`src/rtl/uart_pkg.sv`:
```
// ---------------------------------------------------------------------------
// uart_pkg
// Shared definitions for the UART blocks: receiver FSM state encoding, the
// default oversampling ratio and the clock-divider calculation used to derive
// the oversampling tick period from clock frequency and line rate.
// ---------------------------------------------------------------------------
package uart_pkg;

  localparam int unsigned DEF_OVERSAMPLE = 16;

  typedef enum logic [2:0] {
    IDLE  = 3'd0,
    START = 3'd1,
    DATA  = 3'd2,
    STOP  = 3'd3,
    BRK   = 3'd4
  } rx_state_e;

  // Clock cycles per oversampling tick, rounded down.
  function automatic int unsigned calc_tick_div(
    input int unsigned clk_freq,
    input int unsigned baud_rate,
    input int unsigned oversample
  );
    return clk_freq / (baud_rate * oversample);
  endfunction

endpackage

```
`src/rtl/uart_baud_tick.sv`:
```
// ---------------------------------------------------------------------------
// uart_baud_tick
// Free-running divider producing a one-cycle tick every TICK_DIV clocks.
// The internal count runs 0..TICK_DIV-1 and the tick is high exactly in the
// cycle where the count equals TICK_DIV-1. The tick is registered: it is set
// one cycle ahead, when the count equals TICK_DIV-2.
// Ports:
//   i_clk  - system clock
//   i_rst  - asynchronous active-low reset (count and tick cleared)
//   o_tick - one-cycle tick pulse
// ---------------------------------------------------------------------------
module uart_baud_tick #(
  parameter int unsigned TICK_DIV = 10
) (
  input  logic i_clk,
  input  logic i_rst,
  output logic o_tick
);

  localparam int unsigned CW = (TICK_DIV > 1) ? $clog2(TICK_DIV) : 1;

  logic [CW-1:0] r_cnt;
  logic          r_tick;

  // Divider count with wrap, and registered tick aligned to the last count.
  always_ff @(posedge i_clk or negedge i_rst) begin
    if (!i_rst) begin
      r_cnt  <= {CW{1'b0}};
      r_tick <= 1'b0;
    end else begin
      if (r_cnt == CW'(TICK_DIV - 1)) begin
        r_cnt <= {CW{1'b0}};
      end else begin
        r_cnt <= r_cnt + CW'(1);
      end
      r_tick <= (r_cnt == CW'(TICK_DIV - 2));
    end
  end

  assign o_tick = r_tick;

endmodule

```
`src/rtl/uart_rx.sv`:
```
// ---------------------------------------------------------------------------
// uart_rx
// 16x-oversampled serial receiver for 8N1-style frames, LSB first.
// Ports:
//   i_clk       - system clock
//   i_rst       - asynchronous active-low reset
//   i_rx        - asynchronous serial line, idle high
//   i_rd        - one-cycle read strobe, consumes the current byte
//   o_data      - last received byte
//   o_valid     - sticky, unread byte present in o_data
//   o_overrun   - sticky, a byte was overwritten before being read
//   o_frame_err - one-cycle pulse when the stop bit is sampled low
//   o_busy      - receiver is not in IDLE
// ---------------------------------------------------------------------------
module uart_rx
  import uart_pkg::*;
#(
  parameter int unsigned NB_BITS    = 8,
  parameter int unsigned CLK_FREQ   = 100000000,
  parameter int unsigned BAUD_RATE  = 9600,
  parameter int unsigned OVERSAMPLE = DEF_OVERSAMPLE
) (
  input  logic               i_clk,
  input  logic               i_rst,
  input  logic               i_rx,
  input  logic               i_rd,
  output logic [NB_BITS-1:0] o_data,
  output logic               o_valid,
  output logic               o_overrun,
  output logic               o_frame_err,
  output logic               o_busy
);

  localparam int unsigned TICK_DIV = calc_tick_div(CLK_FREQ, BAUD_RATE, OVERSAMPLE);
  localparam int unsigned SCW      = $clog2(OVERSAMPLE);
  localparam int unsigned BCW      = $clog2(NB_BITS + 1);

  if (TICK_DIV < 2) begin : g_bad_tick_div
    $error("uart_rx: TICK_DIV must be >= 2");
  end
  if ((OVERSAMPLE < 4) || ((OVERSAMPLE % 2) != 0)) begin : g_bad_oversample
    $error("uart_rx: OVERSAMPLE must be even and >= 4");
  end

  logic               w_tick;
  logic               r_sync1;
  logic               r_sync2;
  rx_state_e          r_state;
  rx_state_e          w_state_nxt;
  logic [SCW-1:0]     r_scnt;
  logic [SCW-1:0]     w_scnt_nxt;
  logic [BCW-1:0]     r_bcnt;
  logic [BCW-1:0]     w_bcnt_nxt;
  logic [NB_BITS-1:0] r_shift;
  logic [NB_BITS-1:0] w_shift_nxt;
  logic               w_done;
  logic               w_ferr;
  logic [NB_BITS-1:0] r_data;
  logic               r_valid;
  logic               r_overrun;
  logic               r_frame_err;

  uart_baud_tick #(
    .TICK_DIV (TICK_DIV)
  ) u_tick (
    .i_clk  (i_clk),
    .i_rst  (i_rst),
    .o_tick (w_tick)
  );

  // Two-flop synchroniser on the line; resets to the idle level.
  always_ff @(posedge i_clk or negedge i_rst) begin
    if (!i_rst) begin
      r_sync1 <= 1'b1;
      r_sync2 <= 1'b1;
    end else begin
      r_sync1 <= i_rx;
      r_sync2 <= r_sync1;
    end
  end

  // FSM, sample counter, bit counter and shift register state.
  always_ff @(posedge i_clk or negedge i_rst) begin
    if (!i_rst) begin
      r_state <= IDLE;
      r_scnt  <= {SCW{1'b0}};
      r_bcnt  <= {BCW{1'b0}};
      r_shift <= {NB_BITS{1'b0}};
    end else begin
      r_state <= w_state_nxt;
      r_scnt  <= w_scnt_nxt;
      r_bcnt  <= w_bcnt_nxt;
      r_shift <= w_shift_nxt;
    end
  end

  // Next-state logic; everything except IDLE/BRK moves only on ticks.
  always_comb begin
    w_state_nxt = r_state;
    w_scnt_nxt  = r_scnt;
    w_bcnt_nxt  = r_bcnt;
    w_shift_nxt = r_shift;
    w_done      = 1'b0;
    w_ferr      = 1'b0;
    case (r_state)
      IDLE: begin
        if (!r_sync2) begin
          w_state_nxt = START;
          w_scnt_nxt  = {SCW{1'b0}};
        end else begin
          w_state_nxt = IDLE;
        end
      end
      START: begin
        if (!w_tick) begin
          w_state_nxt = START;
        end else if (r_scnt == SCW'(OVERSAMPLE / 2 - 1)) begin
          // Mid start bit: a high line here was only a glitch.
          if (!r_sync2) begin
            w_state_nxt = DATA;
            w_scnt_nxt  = {SCW{1'b0}};
            w_bcnt_nxt  = {BCW{1'b0}};
          end else begin
            w_state_nxt = IDLE;
          end
        end else begin
          w_scnt_nxt = r_scnt + SCW'(1);
        end
      end
      DATA: begin
        if (!w_tick) begin
          w_state_nxt = DATA;
        end else if (r_scnt == SCW'(OVERSAMPLE - 1)) begin
          // LSB arrives first, so shift in at the top and move right.
          w_shift_nxt = {r_sync2, r_shift[NB_BITS-1:1]};
          w_bcnt_nxt  = r_bcnt + BCW'(1);
          w_scnt_nxt  = {SCW{1'b0}};
          if (r_bcnt == BCW'(NB_BITS - 1)) begin
            w_state_nxt = STOP;
          end else begin
            w_state_nxt = DATA;
          end
        end else begin
          w_scnt_nxt = r_scnt + SCW'(1);
        end
      end
      STOP: begin
        if (!w_tick) begin
          w_state_nxt = STOP;
        end else if (r_scnt == SCW'(OVERSAMPLE - 1)) begin
          w_scnt_nxt = {SCW{1'b0}};
          if (r_sync2) begin
            w_done      = 1'b1;
            w_state_nxt = IDLE;
          end else begin
            // Low stop bit: report once, then hold off until the line idles
            // so a break is not decoded as a stream of zero bytes.
            w_ferr      = 1'b1;
            w_state_nxt = BRK;
          end
        end else begin
          w_scnt_nxt = r_scnt + SCW'(1);
        end
      end
      BRK: begin
        if (r_sync2) begin
          w_state_nxt = IDLE;
        end else begin
          w_state_nxt = BRK;
        end
      end
      default: begin
        w_state_nxt = IDLE;
      end
    endcase
  end

  // Bus-facing byte, sticky status flags and frame-error pulse.
  always_ff @(posedge i_clk or negedge i_rst) begin
    if (!i_rst) begin
      r_data      <= {NB_BITS{1'b0}};
      r_valid     <= 1'b0;
      r_overrun   <= 1'b0;
      r_frame_err <= 1'b0;
    end else begin
      r_frame_err <= w_ferr;
      if (w_done) begin
        // A read landing on the completion cycle consumed the old byte,
        // so only an unread old byte counts as an overrun.
        r_data  <= r_shift;
        r_valid <= 1'b1;
        if (r_valid && !i_rd) begin
          r_overrun <= 1'b1;
        end
      end else if (i_rd && r_valid) begin
        r_valid   <= 1'b0;
        r_overrun <= 1'b0;
      end
    end
  end

  assign o_data      = r_data;
  assign o_valid     = r_valid;
  assign o_overrun   = r_overrun;
  assign o_frame_err = r_frame_err;
  assign o_busy      = (r_state != IDLE);

endmodule

```
`config.mk`:
```
export PLATFORM = sky130hd
export DESIGN_NAME = uart_rx
export DESIGN_NICKNAME = d
export VERILOG_FILES = /design/src/rtl/uart_pkg.sv /design/src/rtl/uart_baud_tick.sv /design/src/rtl/uart_rx.sv
export SDC_FILE = /design/constraint.sdc
export NUM_CORES = 1
export LEC_CHECK = 0
export BUFFER_PORTS_ARGS = -buffer_cell sky130_fd_sc_hd__buf_2
export CAP_MARGIN = 30
export CORE_AREA = 5 5 76 78
export DETAILED_ROUTE_END_ITERATION = 16
export DIE_AREA = 0 0 81 83
export PLACE_DENSITY_LB_ADDON = 0.12
export SKIP_CTS_REPAIR_TIMING = 1
export SYNTH_ARGS = -nofsm -noshare
export SYNTH_HDL_FRONTEND = slang
export SYNTH_SLANG_ARGS = --single-unit
```
`constraint.sdc`:
```
create_clock -name i_clk -period 1.7 [get_ports i_clk]
set_clock_uncertainty 0.05 [all_clocks]
set_input_delay 0.34 -clock i_clk [delete_from_list [all_inputs] [get_ports i_clk]]
set_output_delay 0.34 -clock i_clk [all_outputs]
set_load 0.01 [all_outputs]
```
### After elaboration in Yosys (flattened, before gate mapping)

Cells that the tools add are included.

| storage, ports and cells | value |
|---|---|
| logic and storage cells | 84 |
| flip-flop bits (word level) | 43 |
| output and inout port bits | 12 |

| operators by class | value |
|---|---|
| multiplexer cells | 36 |
| add/subtract/negate cells | 3 |
| reduce and logical (&&, ||, !) cells | 14 |
| eq/ne operators | 19 |

Operator list:

| operator | number |
|---|---|
| two-way mux 4 bit | 10 |
| two-way mux 3 bit | 7 |
| == test 10 bit (second input constant) | 2 |
| one-hot mux 3 bit (5 select lines) | 1 |
| two-way mux 1 bit | 14 |
| one-hot mux 4 bit (3 select lines) | 1 |
| adder 10 x 1 -> 10 bit (second input constant) | 1 |
| two-way mux 10 bit | 1 |
| != test 3 bit (second input constant) | 3 |
| AND reduction 3 bit | 3 |
| adder 4 x 1 -> 4 bit (second input constant) | 2 |
| == test 4 x 3 -> 1 bit (second input constant) | 2 |
| != test 2 x 1 -> 1 bit (second input constant) | 4 |
| one-hot mux 4 bit (2 select lines) | 1 |
| == test 3 x 2 -> 1 bit (second input constant) | 2 |
| != test 2 bit (second input constant) | 3 |
| AND reduction 6 bit | 1 |
| nonzero test 3 bit | 2 |
| == test 4 bit (second input constant) | 1 |
| nonzero test 2 bit | 2 |
| == test 3 x 1 -> 1 bit (second input constant) | 1 |
| == test 3 bit (second input constant) | 1 |
| zero test 3 bit | 1 |
| logical AND 1 bit | 2 |
| other kinds (4) | 4 |

### Depth between registers and ports, before layout

Gate-level depths: netlist of run 1.

| logic depth | value |
|---|---|
| depth after elaboration | 6 |
| mapped depth | 6 |
| depth with buffers taken out | 5 |

### By module

From an unflattened synthesis of run 1, not the netlist that was laid out.

| second synthesis, totals | value |
|---|---|
| cell total of the unflattened synthesis | 212 |
| area, all modules | 2189.6 um^2 |

By module, submodules not included:

| module | sequential area each (um^2) | area each (um^2) | cells each | instances |
|---|---|---|---|---|
| uart_rx | 803.3 | 1661.6 | 163 | 1 |
| uart_baud_tick | 275.3 | 528.0 | 49 | 1 |

### Least setup slack after synthesis of run 1

No wires, ideal clock.

| timing path | value |
|---|---|
| path kind | register -> register |
| start | register r_scnt[0] |
| end | register r_data[1], in the netlist o_data[1] |
| setup time | 0.125 ns |
| path slack | 0.002 ns |
| cell stages (with the launch flop) | 6 |
| buffers on the path | 1 |
| arrival time | 1.523 ns |
| cell sequence | dfrtp_1 > ha_1 > nand3_4 > nor3_2 > buf_4 > mux2_2 |

| between the ends | value |
|---|---|
| longest elaborated chain between the ends | 4 |

RTL lines:

| element | line | text |
|---|---|---|
| start: declaration | uart_rx.sv:50 | `logic [SCW-1:0] r_scnt;` |
| start signal: assignment | uart_rx.sv:86 | `r_scnt <= {SCW{1'b0}};` |
| start signal: assignment | uart_rx.sv:91 | `r_scnt <= w_scnt_nxt;` |
| == test 4 bit | uart_rx.sv:150 | `end else if (r_scnt == SCW'(OVERSAMPLE - 1)) begin` |
| two-way mux 1 bit | uart_rx.sv:150 |  |
| two-way mux 1 bit | uart_rx.sv:148 | `if (!w_tick) begin` |
| two-way mux 1 bit | uart_rx.sv:105 | `case (r_state)` |
| end signal: assignment | uart_rx.sv:181 | `r_data <= {NB_BITS{1'b0}};` |
| end signal: assignment | uart_rx.sv:190 | `r_data <= r_shift;` |
| end: declaration | uart_rx.sv:58 | `logic [NB_BITS-1:0] r_data;` |

No other way between the ends.
A chain may end at the register's enable or synchronous reset.

### Worst setup path in the final report of run 1

| timing path | value |
|---|---|
| start | register r_state[1] |
| end | output o_busy |

| between the ends | value |
|---|---|
| longest elaborated chain between the ends | 1 |

RTL lines:

| element | line | text |
|---|---|---|
| start: declaration | uart_rx.sv:48 | `rx_state_e r_state;` |
| start signal: assignment | uart_rx.sv:90 | `r_state <= w_state_nxt;` |
| nonzero test 3 bit | uart_rx.sv:206 | `assign o_busy = (r_state != IDLE);` |
| end: declaration | uart_rx.sv:31 | `output logic o_busy` |

No other way between the ends.

==> results.sh, run 1 <==
export IMPL_status="completed"
export IMPL_fin_nets=222
export IMPL_synthTopCellsByCount="dfrtp_1 (41), mux2_2 (17), nor2_1 (17), nand2_1 (8)"
export IMPL_fillers=470
export IMPL_rsz0062_at_grt="yes"
export IMPL_wl_met2_um=1900
export IMPL_drt_iter0_markers=84
export IMPL_vias=1400
export IMPL_wl_met3_um=114
export IMPL_vdd_drop_max_uv=535
export IMPL_synth_edf_count=0
export IMPL_path_cells="buf_6 -> or3_1 -> buf_2"
export IMPL_cp_start_kind="flip-flop"
export IMPL_maxSlewHeadroom=0.643
export IMPL_power_density_mw_per_mm2=731
export IMPL_cpPeakStageDelay_ns=0.45
export IMPL_p_sw_uw=373
export IMPL_synth_main_ff_cell="dfrtp_1"
export IMPL_critPathSlowestCell="dfrtp_2"
export IMPL_seq_area_mm2=0.00108
export IMPL_synth_most_common_cell="dfrtp_1"
export IMPL_fin_crit_ns=1.70
export IMPL_clock_sinks=43
export IMPL_cts_root_buf="clkbuf_8"
export IMPL_critPathBufInv=2
export IMPL_seq_power_share=0.557
export IMPL_yosysSeqAreaShare=0.525
export IMPL_cp_max_fo=5
export IMPL_wire_per_inst_um=13.6
export IMPL_ant_nets=0
export IMPL_stdcell_count=284
export IMPL_port_buffers=15
export IMPL_synth_nets=181
export IMPL_grt_pass1_vias=1458
export IMPL_grt_pass1_wl_um=6820
export IMPL_fin_crit_sh=0.998
export IMPL_grt_usage=0.127
export IMPL_dieArea_mm2=0.00672
export IMPL_hpwlAfterDp_um=2590
export IMPL_p_leak_nw=1.25
export IMPL_yosys_warnings=0
export IMPL_comb_power_share=0.017
export IMPL_initial_utilization=0.410
export IMPL_grt_ovfl_total=0
export IMPL_vias_per_cell=4.93
export IMPL_synthArstFlopShare=1.00
export IMPL_ys_top_cells_by_area="dfrtp_1 (50%), mux2_2 (9.3%), nor2_1 (3.1%)"
export IMPL_clk_path_buf_depth=2
export IMPL_grt_max_degree=44
export IMPL_finalSetupTns_ns=0
export IMPL_htreeDepth=2
export IMPL_final_hold_viol_count=0
export IMPL_diodes=0
export IMPL_worst_endpoint_arrival_ns=1.31
export IMPL_die_w_um=81
export IMPL_multiInputGateArea_um2=920
export IMPL_clk_pin_slew_ns=0.08
export IMPL_fmax_ghz=0.589
export IMPL_synth_area_leader_cell="dfrtp_1"
export IMPL_cts_buffers=5
export IMPL_dr_max_layer_used="met4"
export IMPL_maxSlewViolCount=0
export IMPL_synth_cells=172
export IMPL_worstSetupPathType="flip-flop to output port"
export IMPL_synth_cell_types=49
export IMPL_antenna_found_initial=0
export IMPL_hold_slack_ns=0.0521
export IMPL_p_sw_frac=0.202
export IMPL_cts_tree="yes"
export IMPL_drive_gt1_frac=0.393
export IMPL_die_y_um=83
export IMPL_cp_end_kind="output port"
export IMPL_syn_to_final_growth_pct=22.7
export IMPL_cpLargestDelayFamily="flip-flops"
export IMPL_worst_slew_pin_transition_ns=0.535
export IMPL_maxCapViolCount=0
export IMPL_dr_pass1_iters=4
export IMPL_yosys_area_top_type_share=0.500
export IMPL_pwr_share_clk=0.426
export IMPL_internal_power_mw=1.47
export IMPL_coreArea_mm2=0.00501
export IMPL_setup_viol=0
export IMPL_fp_row_count=26
export IMPL_synth_area_mm2=0.00205
export IMPL_dp_cells=264
export IMPL_routed_wl_um=3880
export IMPL_met1_length_um=1790
export IMPL_ff2ff_setup_slack_ns=0.05
export IMPL_synth_seq_cells=43
export IMPL_finalWeightedCongestion=0.807
export IMPL_syn_avg_cell_area_um2=11.9
export IMPL_crit_required_ns=1.31
export IMPL_holdCritPathClass="primary input to asynchronous set/reset pin"
export IMPL_io_pins=16
export IMPL_clock_latency_ns=0.29
export IMPL_drc_errors=0
placed cells by master, fill, tap and decap left out, types with 5 or more instances in the layout:
cell type	instances
nor3_1	5
dfrtp_1	39
inv_1	5
buf_2	15
nor2_1	17
nand2_1	8
xnor2_1	6
mux2_2	16
a21oi_1	6
buf_4	24
clkbuf_8	5
per-stage QoR:
stage          instance area, µm²  utilization  worst slack [ns]  power (mW)
5_1_grt                      2520        0.503           -0.0639        1.93
6_report                     2520        0.503           0.00323        1.84
3_3_place_gp                 2280        0.456            0.0256        1.08
3_5_place_dp                 2280        0.456           -0.0156        1.08
2_1_floorplan                2050            -           0.00227        1.05
4_1_cts                      2400        0.478            -0.146        1.88
final cells by class:
type / instances / share of cell area
Multi-Input combinational cell: 115 / 0.365
Sequential cell: 43 / 0.429
Timing Repair Buffer: 43 / 0.119
Inverter: 5 / 0.00745
Clock inverter: 3 / 0.0174
Tap cell: 70 / 0.0348
Clock buffer: 5 / 0.0273
path summary, 6_finish.rpt:
check / end / startpoint / depth (start not counted)
setup / recovery: o_busy / r_state[1] / 3
hold / removal: r_scnt[3] / i_rst / 2
setup reg to reg: r_bcnt[0] / r_scnt[1] / 5
hold reg to reg: r_sync2 / r_sync1 / 0
max in group asynchronous: r_state[1] / i_rst / 2
min in group i_clk: r_sync1 / i_rx / 1
per-layer routing:
metal | vias to the layer above | global-route usage
met5 | - | 0
met4 | 0 | 0.0323
met3 | 8 | 0.0379
met2 | 21 | 0.196
met1 | 680 | 0.173
li1 | 691 | -
registers in the layout, summed over array words and instances (netlist names):
signal,cells
r_shift,8
o_valid,1
r_bcnt,4
u_tick.o_tick,1
o_data,8
o_frame_err,1
o_overrun,1
r_scnt,4
r_sync2,1
r_sync1,1
r_state,3
u_tick.r_cnt,10
power groups by stage:
| stage | combinational [mW] | clock [mW] | sequential, mW |
|---|---|---|---|
| after floorplan | 0.00559 | 0 | 1.05 |
| after global placement | 0.0338 | 0 | 1.05 |
| after detailed placement | 0.0340 | 0 | 1.05 |
| after CTS | 0.0341 | 0.820 | 1.03 |
| after global routing | 0.0378 | 0.863 | 1.03 |
| final | 0.0320 | 0.785 | 1.03 |
logic make-up after synthesis:
| group | Yosys count | share of synthesized area |
|---|---|---|
| xor+xnor | 10 | 0.0427 |
| fa+ha+maj | 5 | 0.0305 |
| mux | 18 | 0.0981 |
| simple gates | 59 | 0.187 |
| compound gates | 23 | 0.0817 |
| flops | 43 | 0.525 |
| buf+inv | 14 | 0.0347 |
No activity file was read; power rests on OpenSTA's default activity.
==> inputs of run 2 (changes only) <==
--- a/config.mk
+++ b/config.mk
@@ -5,11 +5,12 @@
 export SDC_FILE = /design/constraint.sdc
 export NUM_CORES = 1
 export LEC_CHECK = 0
+export ABC_AREA = 1
 export BUFFER_PORTS_ARGS = -buffer_cell sky130_fd_sc_hd__buf_2
 export CAP_MARGIN = 30
-export CORE_AREA = 5 5 76 78
+export CORE_AREA = 5 5 75 84
 export DETAILED_ROUTE_END_ITERATION = 16
-export DIE_AREA = 0 0 81 83
+export DIE_AREA = 0 0 80 89
 export PLACE_DENSITY_LB_ADDON = 0.12
 export SKIP_CTS_REPAIR_TIMING = 1
 export SYNTH_ARGS = -nofsm -noshare
==> results.sh, run 2 <==
export IMPL_clock_sinks=43
export IMPL_clk_path_buf_depth=2
export IMPL_hpwlAfterDp_um=3010
export IMPL_mostFrequentLayoutCells="nand2_1 (77), dfrtp_1 (41), inv_1 (32)"
export IMPL_regMostFlops="u_tick.r_cnt"
export IMPL_crit_required_ns=1.31
export IMPL_clock_latency_ns=0.29
export IMPL_clk_pin_slew_ns=0.08
export IMPL_final_hold_viol_count=0
export IMPL_yosys_warnings=0
export IMPL_holdCritPathClass="primary input to flip-flop"
export IMPL_use_met3=0.0302
export IMPL_critPathSlowestCell="dfrtp_1"
export IMPL_cpPeakStageDelay_ns=0.44
export IMPL_grt_usage=0.135
export IMPL_fp_row_count=28
export IMPL_synth_seq_cells=43
export IMPL_ys_top_cells_by_area="dfrtp_1 (47%), nand2_1 (13%), nand3_1 (5.7%)"
export IMPL_final_util=0.471
export IMPL_maxSlewHeadroom=0.722
export IMPL_diodes=0
export IMPL_drive_gt1_frac=0.185
export IMPL_cp_end_kind="output port"
export IMPL_yosysSeqAreaShare=0.489
export IMPL_use_met2=0.216
export IMPL_dp_cells=353
export IMPL_syn_avg_cell_area_um2=8.48
export IMPL_cp_start_kind="flip-flop"
export IMPL_drt_iter0_markers=69
export IMPL_synthTopCellsByCount="nand2_1 (77), dfrtp_1 (41), inv_1 (32), nand3_1 (25), nor2_1 (21)"
export IMPL_initial_utilization=0.414
export IMPL_coreArea_mm2=0.00533
export IMPL_synth_most_common_cell="nand2_1"
export IMPL_maxSlewViolCount=0
export IMPL_use_met1=0.178
export IMPL_grt_pass1_wl_um=7490
export IMPL_synthArstFlopShare=1.00
export IMPL_io_pins=16
export IMPL_cts_buffers=5
export IMPL_p_leak_nw=1.26
export IMPL_maxCapViolCount=0
export IMPL_synth_edf_count=0
export IMPL_wire_per_inst_um=11.0
export IMPL_worst_slew_pin_transition_ns=0.417
export IMPL_synth_nets=269
export IMPL_setup_viol=0
export IMPL_die_w_um=80
export IMPL_final_common_cell="nand2_1"
export IMPL_vdd_drop_max_uv=413
export IMPL_synth_area_mm2=0.00221
export IMPL_grt_pass1_vias=1631
export IMPL_finalWeightedCongestion=0.815
export IMPL_worst_endpoint_arrival_ns=1.23
export IMPL_dieArea_mm2=0.00712
export IMPL_vias_per_cell=4.44
export IMPL_finalSetupTns_ns=0
export IMPL_cp_max_fo=5
export IMPL_die_y_um=89
export IMPL_port_buffers=15
export IMPL_worstSetupPathType="flip-flop to output port"
export IMPL_vias=1607
export IMPL_grt_ovfl_total=0
export IMPL_routed_wl_um=3990
export IMPL_htreeDepth=2
export IMPL_power_density_mw_per_mm2=737
export IMPL_cts_tree="yes"
export IMPL_synth_cells=260
export IMPL_synth_main_ff_cell="dfrtp_1"
export IMPL_grt_max_degree=21
export IMPL_path_cells="nor2_1 -> nand2_1 -> buf_2"
export IMPL_synth_area_leader_cell="dfrtp_1"
export IMPL_cts_root_buf="clkbuf_8"
export IMPL_fmax_ghz=0.618
export IMPL_drc_errors=0
export IMPL_fin_nets=295
export IMPL_syn_to_final_growth_pct=13.7
export IMPL_grt_busiest_layer="met2"
export IMPL_rsz0062_at_grt="no"
export IMPL_dr_pass1_iters=4
export IMPL_ant_nets=0
export IMPL_synth_cell_types=32
export IMPL_fin_crit_sh=0.952
export IMPL_stdcell_count=362
export IMPL_status="completed"
export IMPL_yosys_area_top_type_share=0.465
export IMPL_largest_register_ffs=10
export IMPL_antenna_found_initial=0
export IMPL_fin_crit_ns=1.62
[run 2: worst max-delay path, delay by kind of cell (launching register included)]
family / cells / cell delay (ns)
DFF: 1 / 0.44
buffers and inverters: 1 / 0.15
and+or+nand+nor: 2 / 0.36
[run 2: path summary, 6_finish.rpt]
path                            start   endpoint  slack, ns  depth (start not counted)
max                        r_state[0]     o_busy       0.08                          3
min                              i_rx    r_sync1       0.09                          1
max reg2reg                 r_scnt[0]  r_bcnt[0]       0.15                          7
min reg2reg                   r_sync1    r_sync2       0.31                          0
max in group asynchronous       i_rst    r_sync1       0.56                          3
min in group asynchronous       i_rst  r_bcnt[1]       0.46                          2
[run 2: power breakdown]
group	leakage, nW	switching [mW]	internal (mW)
sequential	0.574	0.00520	1.03
clock	0.0514	0.347	0.438
combinational	0.630	0.0229	0.00896
[run 2: cells by family (layout without fill, tap and decap cells)]
group | Yosys count | count (layout) | synth area share
simple gates | 140 | 140 | 0.293
xor+xnor | 7 | 7 | 0.0278
fa+ha+maj | 5 | 5 | 0.0284
compound gates | 26 | 26 | 0.0828
flops | 43 | 43 | 0.489
buf+inv | 39 | 66 | 0.0794
[run 2: layout make-up]
class,count,area [µm²]
clock inverter,2,37.5
tap,75,93.8
multi-input combinational,178,952
timing repair buffer,24,145
inverter,34,129
fill,547,2820
sequential,43,1080
clock buffer,6,72.6
[run 2: through the flow]
| stage | cell area (µm²) | power, mW | setup WS, ns | hold slack [ns] |
|---|---|---|---|---|
| after floorplan | 2210 | 1.05 | 0.254 | -0.00559 |
| after global placement | 2390 | 1.08 | 0.185 | 0.250 |
| after detailed placement | 2390 | 1.08 | 0.158 | 0.250 |
| after CTS | 2500 | 1.88 | 0.0487 | -0.0820 |
| after global routing | 2510 | 1.95 | 0.00715 | 0.0672 |
| final | 2510 | 1.85 | 0.0823 | 0.0933 |
[run 2: metal layers]
metal / vias up / wire, µm
met1: 711 / 1890
li1: 874 / -
met2: 15 / 1920
met5: - / 0
met3: 7 / 94
met4: 0 / 78
